## src/rtl/sa_pkg.sv

```systemverilog
// Shared definitions for the N x N output-stationary systolic multiplier:
// FSM state encoding and parameter helper functions.
package sa_pkg;

  localparam logic [1:0] ST_IDLE = 2'd0;
  localparam logic [1:0] ST_LOAD = 2'd1;
  localparam logic [1:0] ST_RUN  = 2'd2;

  function automatic int saClog2(input int value);
    int w;
    w = 0;
    while ((1 << w) < value) w++;
    return w;
  endfunction

  // Wide enough to hold N full-width products without loss.
  function automatic int defaultAccW(input int n, input int dataW);
    return 2 * dataW + saClog2(n);
  endfunction

endpackage

```

## src/rtl/sa_pe.sv

```systemverilog
// One processing element: multiply-accumulate on every edge while passing
// the A operand right and the B operand down.
module sa_pe #(
  parameter int DATA_W = 8,
  parameter int ACC_W  = 18,
  parameter int SIGNED = 0
) (
  input  logic              clk,
  input  logic              reset,
  input  logic              clr,
  input  logic [DATA_W-1:0] a_in,
  input  logic [DATA_W-1:0] b_in,
  output logic [DATA_W-1:0] a_out,
  output logic [DATA_W-1:0] b_out,
  output logic [ACC_W-1:0]  acc
);

  logic [2*DATA_W-1:0] prodS;
  logic [2*DATA_W-1:0] prodU;
  logic [ACC_W-1:0]    prodExt;

  // The low 2*DATA_W bits of the product of sign-extended operands is the signed product.
  assign prodS = {{DATA_W{a_in[DATA_W-1]}}, a_in} * {{DATA_W{b_in[DATA_W-1]}}, b_in};
  assign prodU = {{DATA_W{1'b0}}, a_in} * {{DATA_W{1'b0}}, b_in};

  always_comb begin
    if (SIGNED != 0) prodExt = ACC_W'($signed(prodS));
    else             prodExt = ACC_W'(prodU);
  end

  always_ff @(posedge clk or posedge reset) begin
    if (reset) begin
      a_out <= '0;
      b_out <= '0;
      acc   <= '0;
    end else begin
      a_out <= a_in;
      b_out <= b_in;
      if (clr) acc <= '0;
      else     acc <= acc + prodExt;
    end
  end

endmodule

```

## src/rtl/systolic_array_nxn.sv

```systemverilog
// N x N output-stationary systolic multiplier: snapshots A and B on start,
// skews them into the grid and pulses done 3N edges after the start edge.
module systolic_array_nxn
  import sa_pkg::*;
#(
  parameter int N      = 3,
  parameter int DATA_W = 8,
  parameter int ACC_W  = defaultAccW(N, DATA_W),
  parameter int SIGNED = 0
) (
  input  logic                   clk,
  input  logic                   reset,
  input  logic                   start,
  input  logic                   accumulate,
  input  logic [N*N*DATA_W-1:0]  mat_a,
  input  logic [N*N*DATA_W-1:0]  mat_b,
  output logic                   busy,
  output logic                   done,
  output logic [N*N*ACC_W-1:0]   result
);

  localparam int CNT_W = saClog2(3 * N);
  localparam logic [CNT_W-1:0] LAST_STEP = CNT_W'(3 * N - 2);

  logic [1:0]            state_q, state_d;
  logic [CNT_W-1:0]      cnt_q, cnt_d;
  logic                  done_q, done_d;
  logic [N*N*DATA_W-1:0] snapA_q, snapB_q;
  logic                  accMode_q;
  logic                  clrAcc;

  logic [DATA_W-1:0] rowEdge_q [N];
  logic [DATA_W-1:0] colEdge_q [N];
  logic [DATA_W-1:0] rowFeed   [N];
  logic [DATA_W-1:0] colFeed   [N];
  logic [DATA_W-1:0] aBus      [N][N+1];
  logic [DATA_W-1:0] bBus      [N+1][N];
  logic [ACC_W-1:0]  accArr    [N][N];

  // RUN lasts 3N-1 edges: feed steps 0..3N-3, then one drain edge for the far corner PE.
  always_comb begin
    state_d = state_q;
    cnt_d   = cnt_q;
    done_d  = 1'b0;
    case (state_q)
      ST_IDLE: if (start) state_d = ST_LOAD;
      ST_LOAD: begin
        state_d = ST_RUN;
        cnt_d   = '0;
      end
      ST_RUN: begin
        if (cnt_q == LAST_STEP) begin
          state_d = ST_IDLE;
          done_d  = 1'b1;
        end else begin
          cnt_d = cnt_q + CNT_W'(1);
        end
      end
      default: state_d = ST_IDLE;
    endcase
  end

  always_ff @(posedge clk or posedge reset) begin
    if (reset) begin
      state_q <= ST_IDLE;
      cnt_q   <= '0;
      done_q  <= 1'b0;
    end else begin
      state_q <= state_d;
      cnt_q   <= cnt_d;
      done_q  <= done_d;
    end
  end

  // Operands are frozen on the sampling edge so later input changes cannot leak in.
  always_ff @(posedge clk or posedge reset) begin
    if (reset) begin
      snapA_q   <= '0;
      snapB_q   <= '0;
      accMode_q <= 1'b0;
    end else if (state_q == ST_IDLE && start) begin
      snapA_q   <= mat_a;
      snapB_q   <= mat_b;
      accMode_q <= accumulate;
    end
  end

  always_comb begin
    for (int r = 0; r < N; r++) begin
      rowFeed[r] = '0;
      colFeed[r] = '0;
      for (int k = 0; k < N; k++) begin
        if (int'(cnt_q) == r + k) begin
          rowFeed[r] = snapA_q[(r*N + k)*DATA_W +: DATA_W];
          colFeed[r] = snapB_q[(k*N + r)*DATA_W +: DATA_W];
        end
      end
    end
  end

  // Edge registers hold zero outside RUN, so the grid only ever shifts zeros while idle.
  always_ff @(posedge clk or posedge reset) begin
    if (reset) begin
      for (int i = 0; i < N; i++) begin
        rowEdge_q[i] <= '0;
        colEdge_q[i] <= '0;
      end
    end else begin
      for (int i = 0; i < N; i++) begin
        rowEdge_q[i] <= (state_q == ST_RUN) ? rowFeed[i] : '0;
        colEdge_q[i] <= (state_q == ST_RUN) ? colFeed[i] : '0;
      end
    end
  end

  assign clrAcc = (state_q == ST_LOAD) && !accMode_q;
  assign busy   = (state_q != ST_IDLE);
  assign done   = done_q;

  for (genvar c = 0; c < N; c++) begin : gColEdge
    assign bBus[0][c] = colEdge_q[c];
  end

  for (genvar r = 0; r < N; r++) begin : gRow
    assign aBus[r][0] = rowEdge_q[r];
    for (genvar c = 0; c < N; c++) begin : gCol
      sa_pe #(
        .DATA_W (DATA_W),
        .ACC_W  (ACC_W),
        .SIGNED (SIGNED)
      ) uPe (
        .clk   (clk),
        .reset (reset),
        .clr   (clrAcc),
        .a_in  (aBus[r][c]),
        .b_in  (bBus[r][c]),
        .a_out (aBus[r][c+1]),
        .b_out (bBus[r+1][c]),
        .acc   (accArr[r][c])
      );
      assign result[(r*N + c)*ACC_W +: ACC_W] = accArr[r][c];
    end
  end

endmodule

```

## config.mk

```make
export PLATFORM = sky130hd
export DESIGN_NAME = systolic_array_nxn
export DESIGN_NICKNAME = d
export VERILOG_FILES = /design/src/rtl/sa_pkg.sv /design/src/rtl/sa_pe.sv /design/src/rtl/systolic_array_nxn.sv
export SDC_FILE = /design/constraint.sdc
export NUM_CORES = 2
export LEC_CHECK = 0
export CORE_MARGIN = 2
export CORE_UTILIZATION = 50
export DETAILED_ROUTE_END_ITERATION = 8
export PLACE_DENSITY = 0.73
export SYNTH_ARGS = -nofsm -noshare
export SYNTH_HDL_FRONTEND = slang
export SYNTH_SLANG_ARGS = --single-unit
export TNS_END_PERCENT = 10
```

## constraint.sdc

```tcl
create_clock -name clk -period 14.3 [get_ports clk]
set_input_delay 1.43 -clock clk [delete_from_list [all_inputs] [get_ports clk]]
set_output_delay 1.43 -clock clk [all_outputs]
set_load 0.05 [all_outputs]
```

Yosys cells after proc, flatten, opt, wreduce, memory -nomap -nowiden:

Cells that the tools add are included.

* register bits after elaboration: 458
* input port bits: 148

* reductions and logical operators: 9
* equal/unequal tests: 10
* multiplexer cells: 40
* $mul: 9
* add/subtract/negate cells: 10

Operator list (number)
* two-way mux 8 bit: 24
* adder 18 x 16 -> 18 bit: 9
* two-way mux 18 bit: 9
* multiplier 8 x 8 -> 16 bit: 9
* == test 4 x 3 -> 1 bit, second input constant: 3
* one-hot mux 4 bit (2 select lines): 1
* inequality test 2 bit, second input constant: 3
* one-hot mux 2 bit (3 select lines): 1
* adder 4 x 1 -> 4 bit, second input constant: 1
* == test 4 x 2 -> 1 bit, second input constant: 1
* == test 4 bit, second input constant: 1
* logical NOT 4 bit: 1
* two-way mux 2 bit: 2
* two-way mux 4 bit: 1
* AND reduction 2 bit: 2
* nonzero test 2 bit: 2
* == test 2 x 1 -> 1 bit, second input constant: 1
* == test 2 bit, second input constant: 1
* logical AND 1 bit: 2
* logical NOT 2 bit: 1
* two-way mux 1 bit: 2
* logical NOT 1 bit: 1

Longest topological paths before layout:

* depth in word-level cells: 5
* depth in mapped cells: 18
* depth with buffers taken out: 17

Hierarchy:

A second synthesis with hierarchy kept.

* cells, all modules: 4058
* area total of the unflattened synthesis: 41543.6 µm²

By module, submodules not included
* sa_pe (gRow[1].gCol[0].uPe ...): cells each 386, instances 4, area each 3701.0 µm²
* systolic_array_nxn: cells each 586, instances 1, area each 8298.0 µm²
* sa_pe (gRow[2].gCol[2].uPe): cells each 384, instances 1, area each 3696.0 µm²
* sa_pe (gRow[0].gCol[0].uPe): cells each 387, instances 1, area each 3694.8 µm²
* sa_pe (gRow[2].gCol[1].uPe): cells each 384, instances 1, area each 3691.0 µm²
* sa_pe (gRow[0].gCol[2].uPe): cells each 386, instances 1, area each 3688.5 µm²
* sa_pe (gRow[0].gCol[1].uPe): cells each 387, instances 1, area each 3671.0 µm²

Least setup slack after synthesis:

OpenSTA, ideal clock, no wires.

* kind: register -> register
* from: register gRow[2].gCol[2].uPe.acc[7]
* to: register gRow[2].gCol[2].uPe.acc[17]
* setup time: 0.127 ns
* arrival time: 4.253 ns
* cell stages (with the launch flop): 16
* clock period less this slack: 4.380 ns
* required time: 14.173 ns
* buffers on the path: 0
* setup slack: 9.920 ns
* cell sequence: dfrtp_1 inv_1 fa_1 inv_1 fa_1 fa_1 inv_1 fa_1 inv_1 ha_1 and2_1 a221oi_1 a21boi_2 a31oi_2 a2111o_1 o21ai_0

* word-level cells in the longest chain between the ends: 2

RTL lines
* start: declaration: line sa_pe.sv:15 `output logic [ACC_W-1:0] acc`
* start signal: assignment: line sa_pe.sv:40 `else acc <= acc + prodExt;`
* adder 18 x 16 -> 18 bit: line sa_pe.sv:40
* two-way mux 18 bit: line sa_pe.sv:39 `if (clr) acc <= '0;`

No other way between the ends.
A chain may end at the register's enable or synchronous reset.

Worst setup path after layout:

* from: register gRow[2].gCol[0].uPe.a_out[6]
* to: register gRow[2].gCol[1].uPe.acc[15]

* word-level cells in the longest chain between the ends: 3

RTL lines
* start: declaration: line sa_pe.sv:13 `output logic [DATA_W-1:0] a_out,`
* start signal: assignment: line sa_pe.sv:37 `a_out <= a_in;`
* multiplier 8 x 8 -> 16 bit: line sa_pe.sv:24 `assign prodU = {{DATA_W{1'b0}}, a_in} * {{DATA_W{1'b0}}, b_in};`
* adder 18 x 16 -> 18 bit: line sa_pe.sv:40
* two-way mux 18 bit: line sa_pe.sv:39
* end signal: assignment: line sa_pe.sv:40
* end: declaration: line sa_pe.sv:15

No other way between the ends.

==> impl_metrics.yaml <==
outcome:
  status: "finished clean"
floorplan:
  dieArea_sq_um: 80200
  io_pins: 312
  std_cell_rows: 102
  die_width_um: 283
  die_h_um: 283
  core_sq_um: 77300
  start_util: 0.504
route:
  drc: 0
  ant_nets: 0
  firstDrtPassIters: 5
  wire_per_inst_um: 17.8
  drt_iter0_drc: 1557
  viasPerCell: 5.21
  routed_wl_um: 94100
  vias: 27594
cells_and_area:
  area_delta_synth_final_pct: 15.8
  nNetsFinal: 5172
  drive_above_1_share: 0.0654
  design_area_sq_um: 45100
timing:
  fmax_mhz: 214
  finalCritPeriodShare: 0.327
  rsz0062_at_grt: "false"
  skew_ns: 0.0540
  relSlewSlack: 0.314
  period_minus_slack_ns: 4.68
  finalHoldViolCount: 0
  tightest_slew_ns: 1.03
  drv_slew: 0
  final.setup.tns_ns: 0
  setup_viol: 0
critical_path:
  cp_slowest_cell: "dfrtp_1"
  slowest_delay_ns: 0.67
  path_class: "register to register"
  critPathCapture: "gRow[2].gCol[1].uPe.acc[15]"
  cp-start-kind: "register"
  cp.required_ns: 14.81
  crit_top_cell: "fa_1"
  cp_data_arrival_time_ns: 5.19
  cp_top_family: "adder cells"
  reg2regPathDepth: 14
  rrSetupSlack_ns: 9.62
  cp_num_cells: 14
  worstSetupEndpointType: "register"
  path_max_fanout: 9
  r2r-start: "gRow[2].gCol[0].uPe.a_out[6]"
  path_buf_inv: 3
  path_cells: "nand2_1 > fa_1 > inv_1 > fa_1 > inv_1 > fa_1 > fa_1 > inv_1 > ha_1 > o31ai_1 > a211oi_2 > nor2_1 > mux2_2 > nor4_2"
  r2r-end: "gRow[2].gCol[1].uPe.acc[15]"
  startpoint: "gRow[2].gCol[0].uPe.a_out[6]"
clock_network:
  cts_resized: 0
  cts_hold_buf: 0
  clock_latency_ns: 0.65
  numCtsBuffers: 54
  cts.sinks: 458
  clk_pin_slew_ns: 0.06
  cts_tree: "yes"
  cts-root-buf: "clkbuf_16"
  cts_buffer_depth: 3
  htree_levels: 2
  cts_setup_buffers: 0
power_and_ir_drop:
  vdd.ir_drop.worst_uv: 128
  leakagePower_uw: 0.0231
  power_uw: 7130
  pwr_density_cell_nw_per_um2: 158
yosys:
  syn_area_sq_um: 39000
  synthArstFlopShare: 1.00
  synth_fp_nets: 4874
  yosys_warnings: 0
  synth_edf_count: 0
  ys_types: 73
  syn_inst: 3912
  ys_seq_area_frac: 0.294
  ys_ff_latch: 458
  ys.flop_type: "dfrtp_1"
  avgSynthCellArea_sq_um: 9.97
global_routing:
  antenna_found_initial: 4
  grt-ovfl-total: 0
  grt_pass1_wl_um: 155000
  grt_max_degree: 168
  grt_pass1_vias: 29106
  track_usage: 0.243
placed_design:
  io_buffers: 311
  place_area_sq_um: 43200
  dp_hpwl_um: 74000
  place_congestion: 0.874
hold_path:
  min_from: "snapA_q[22]"
  hp-class: "register to register"
run:
  maxCapViolations: 0
==> power by group <==
group	leakage (uW)	internal, uW	switching (uW)
registers	0.00593	1800	679
logic	0.0163	1250	1880
clock network	0.000942	915	616
==> worst reg2reg max path, cell delays in order (launching register included) <==
cell	delay [ns]
dfrtp_1	0.67
nand2_1	0.17
fa_1	0.53
inv_1	0.05
fa_1	0.50
inv_1	0.06
fa_1	0.49
fa_1	0.49
inv_1	0.04
ha_1	0.21
o31ai_1	0.46
a211oi_2	0.17
nor2_1	0.22
mux2_2	0.37
nor4_2	0.12
==> how the worst min path moves through the flow <==
stage	end	slack, ns	cells after the start
finish	snapA_q[22]	0.51	1
global route	snapA_q[17]	0.52	1
CTS	snapB_q[56]	0.51	1
detailed placement	snapB_q[60]	0.50	1
global placement	snapA_q[9]	0.49	1
floorplan	gRow[0].gCol[0].uPe.b_out[0]	0.35	0
==> placed cells by master, fill, tap and decap left out, drive strengths merged, types with 27 or more instances in the layout <==
master / Yosys / layout
nor3: 80 / 80
a21oi: 80 / 80
dfrtp: 458 / 458
ha: 364 / 364
xor2: 27 / 27
mux2: 146 / 146
and2: 359 / 359
a211oi: 35 / 35
a221oi: 34 / 34
a21o: 33 / 33
inv: 883 / 886
clkdlybuf4s50: 0 / 311
nor2: 197 / 197
o21a: 40 / 40
clkbuf: 54 / 67
o21ai: 82 / 82
nand2: 328 / 328
xnor2: 44 / 44
fa: 450 / 450
==> sequential cells by signal (all words and copies together), names as in the netlist <==
| signal | cells |
|---|---|
| gRow.gCol.uPe.a_out | 48 |
| done | 1 |
| state_q | 2 |
| snapA_q | 72 |
| accMode_q | 1 |
| aBus | 24 |
| snapB_q | 72 |
| gRow.gCol.uPe.b_out | 48 |
| cnt_q | 4 |
| gRow.gCol.uPe.acc | 162 |
| bBus | 24 |
==> cell usage after synthesis (all sizes together), types with 27 or more instances <==
library cell,count,share of area
ha,364,0.12
nor3,80,0.010
inv,883,0.085
dfrtp,458,0.29
o21a,40,0.0077
clkbuf,54,0.0052
buf,30,0.0051
nand2,328,0.032
a21o,33,0.0064
a211oi,35,0.0070
a221oi,34,0.0076
xnor2,44,0.0099
fa,450,0.23
a21oi,80,0.010
nor2,197,0.019
and2,359,0.058
xor2,27,0.0061
mux2,146,0.042
o21ai,82,0.011
==> kinds of logic after synthesis <==
| family | share of synthesized area |
|---|---|
| adders and majority gates | 0.348 |
| buffers and inverters | 0.0953 |
| muxes | 0.0424 |
| AOI/OAI and AO/OA | 0.0707 |
| xor gates and xnor gates | 0.0159 |
| DFF | 0.294 |
| and+or+nand+nor | 0.134 |
==> stage by stage <==
step / setup slack, ns / instances / hold WS (ns) / util
final: 9.62 / 5295 / 0.510 / 0.584
after global routing: 9.40 / 5295 / 0.520 / 0.584
after CTS: 9.61 / 5294 / 0.510 / 0.584
after detailed placement: 9.65 / 5194 / 0.496 / 0.558
after global placement: 9.71 / 5194 / 0.490 / 0.558
after floorplan: 0.101 / 3912 / 0.352 / -
==> layout make-up <==
| type | instances | area [sq um] |
|---|---|---|
| Inverter | 883 | 3320 |
| Antenna cell | 1 | 2.50 |
| Clock inverter | 33 | 520 |
| Sequential cell | 458 | 11500 |
| Fill cell | 6636 | 32200 |
| Multi-Input combinational cell | 2487 | 23800 |
| Timing Repair Buffer | 326 | 3240 |
| Clock buffer | 67 | 1460 |
| Tap cell | 1040 | 1300 |
==> routing by layer <==
layer  up-vias  global-route usage  part of all wire
li1      12831                   -                 -
met3       184              0.0470             0.063
met2       706               0.405              0.48
met5         -                   0           0.00014
met4         2              0.0981             0.042
met1     13871               0.313              0.42
(Power assumes the default switching activity.)
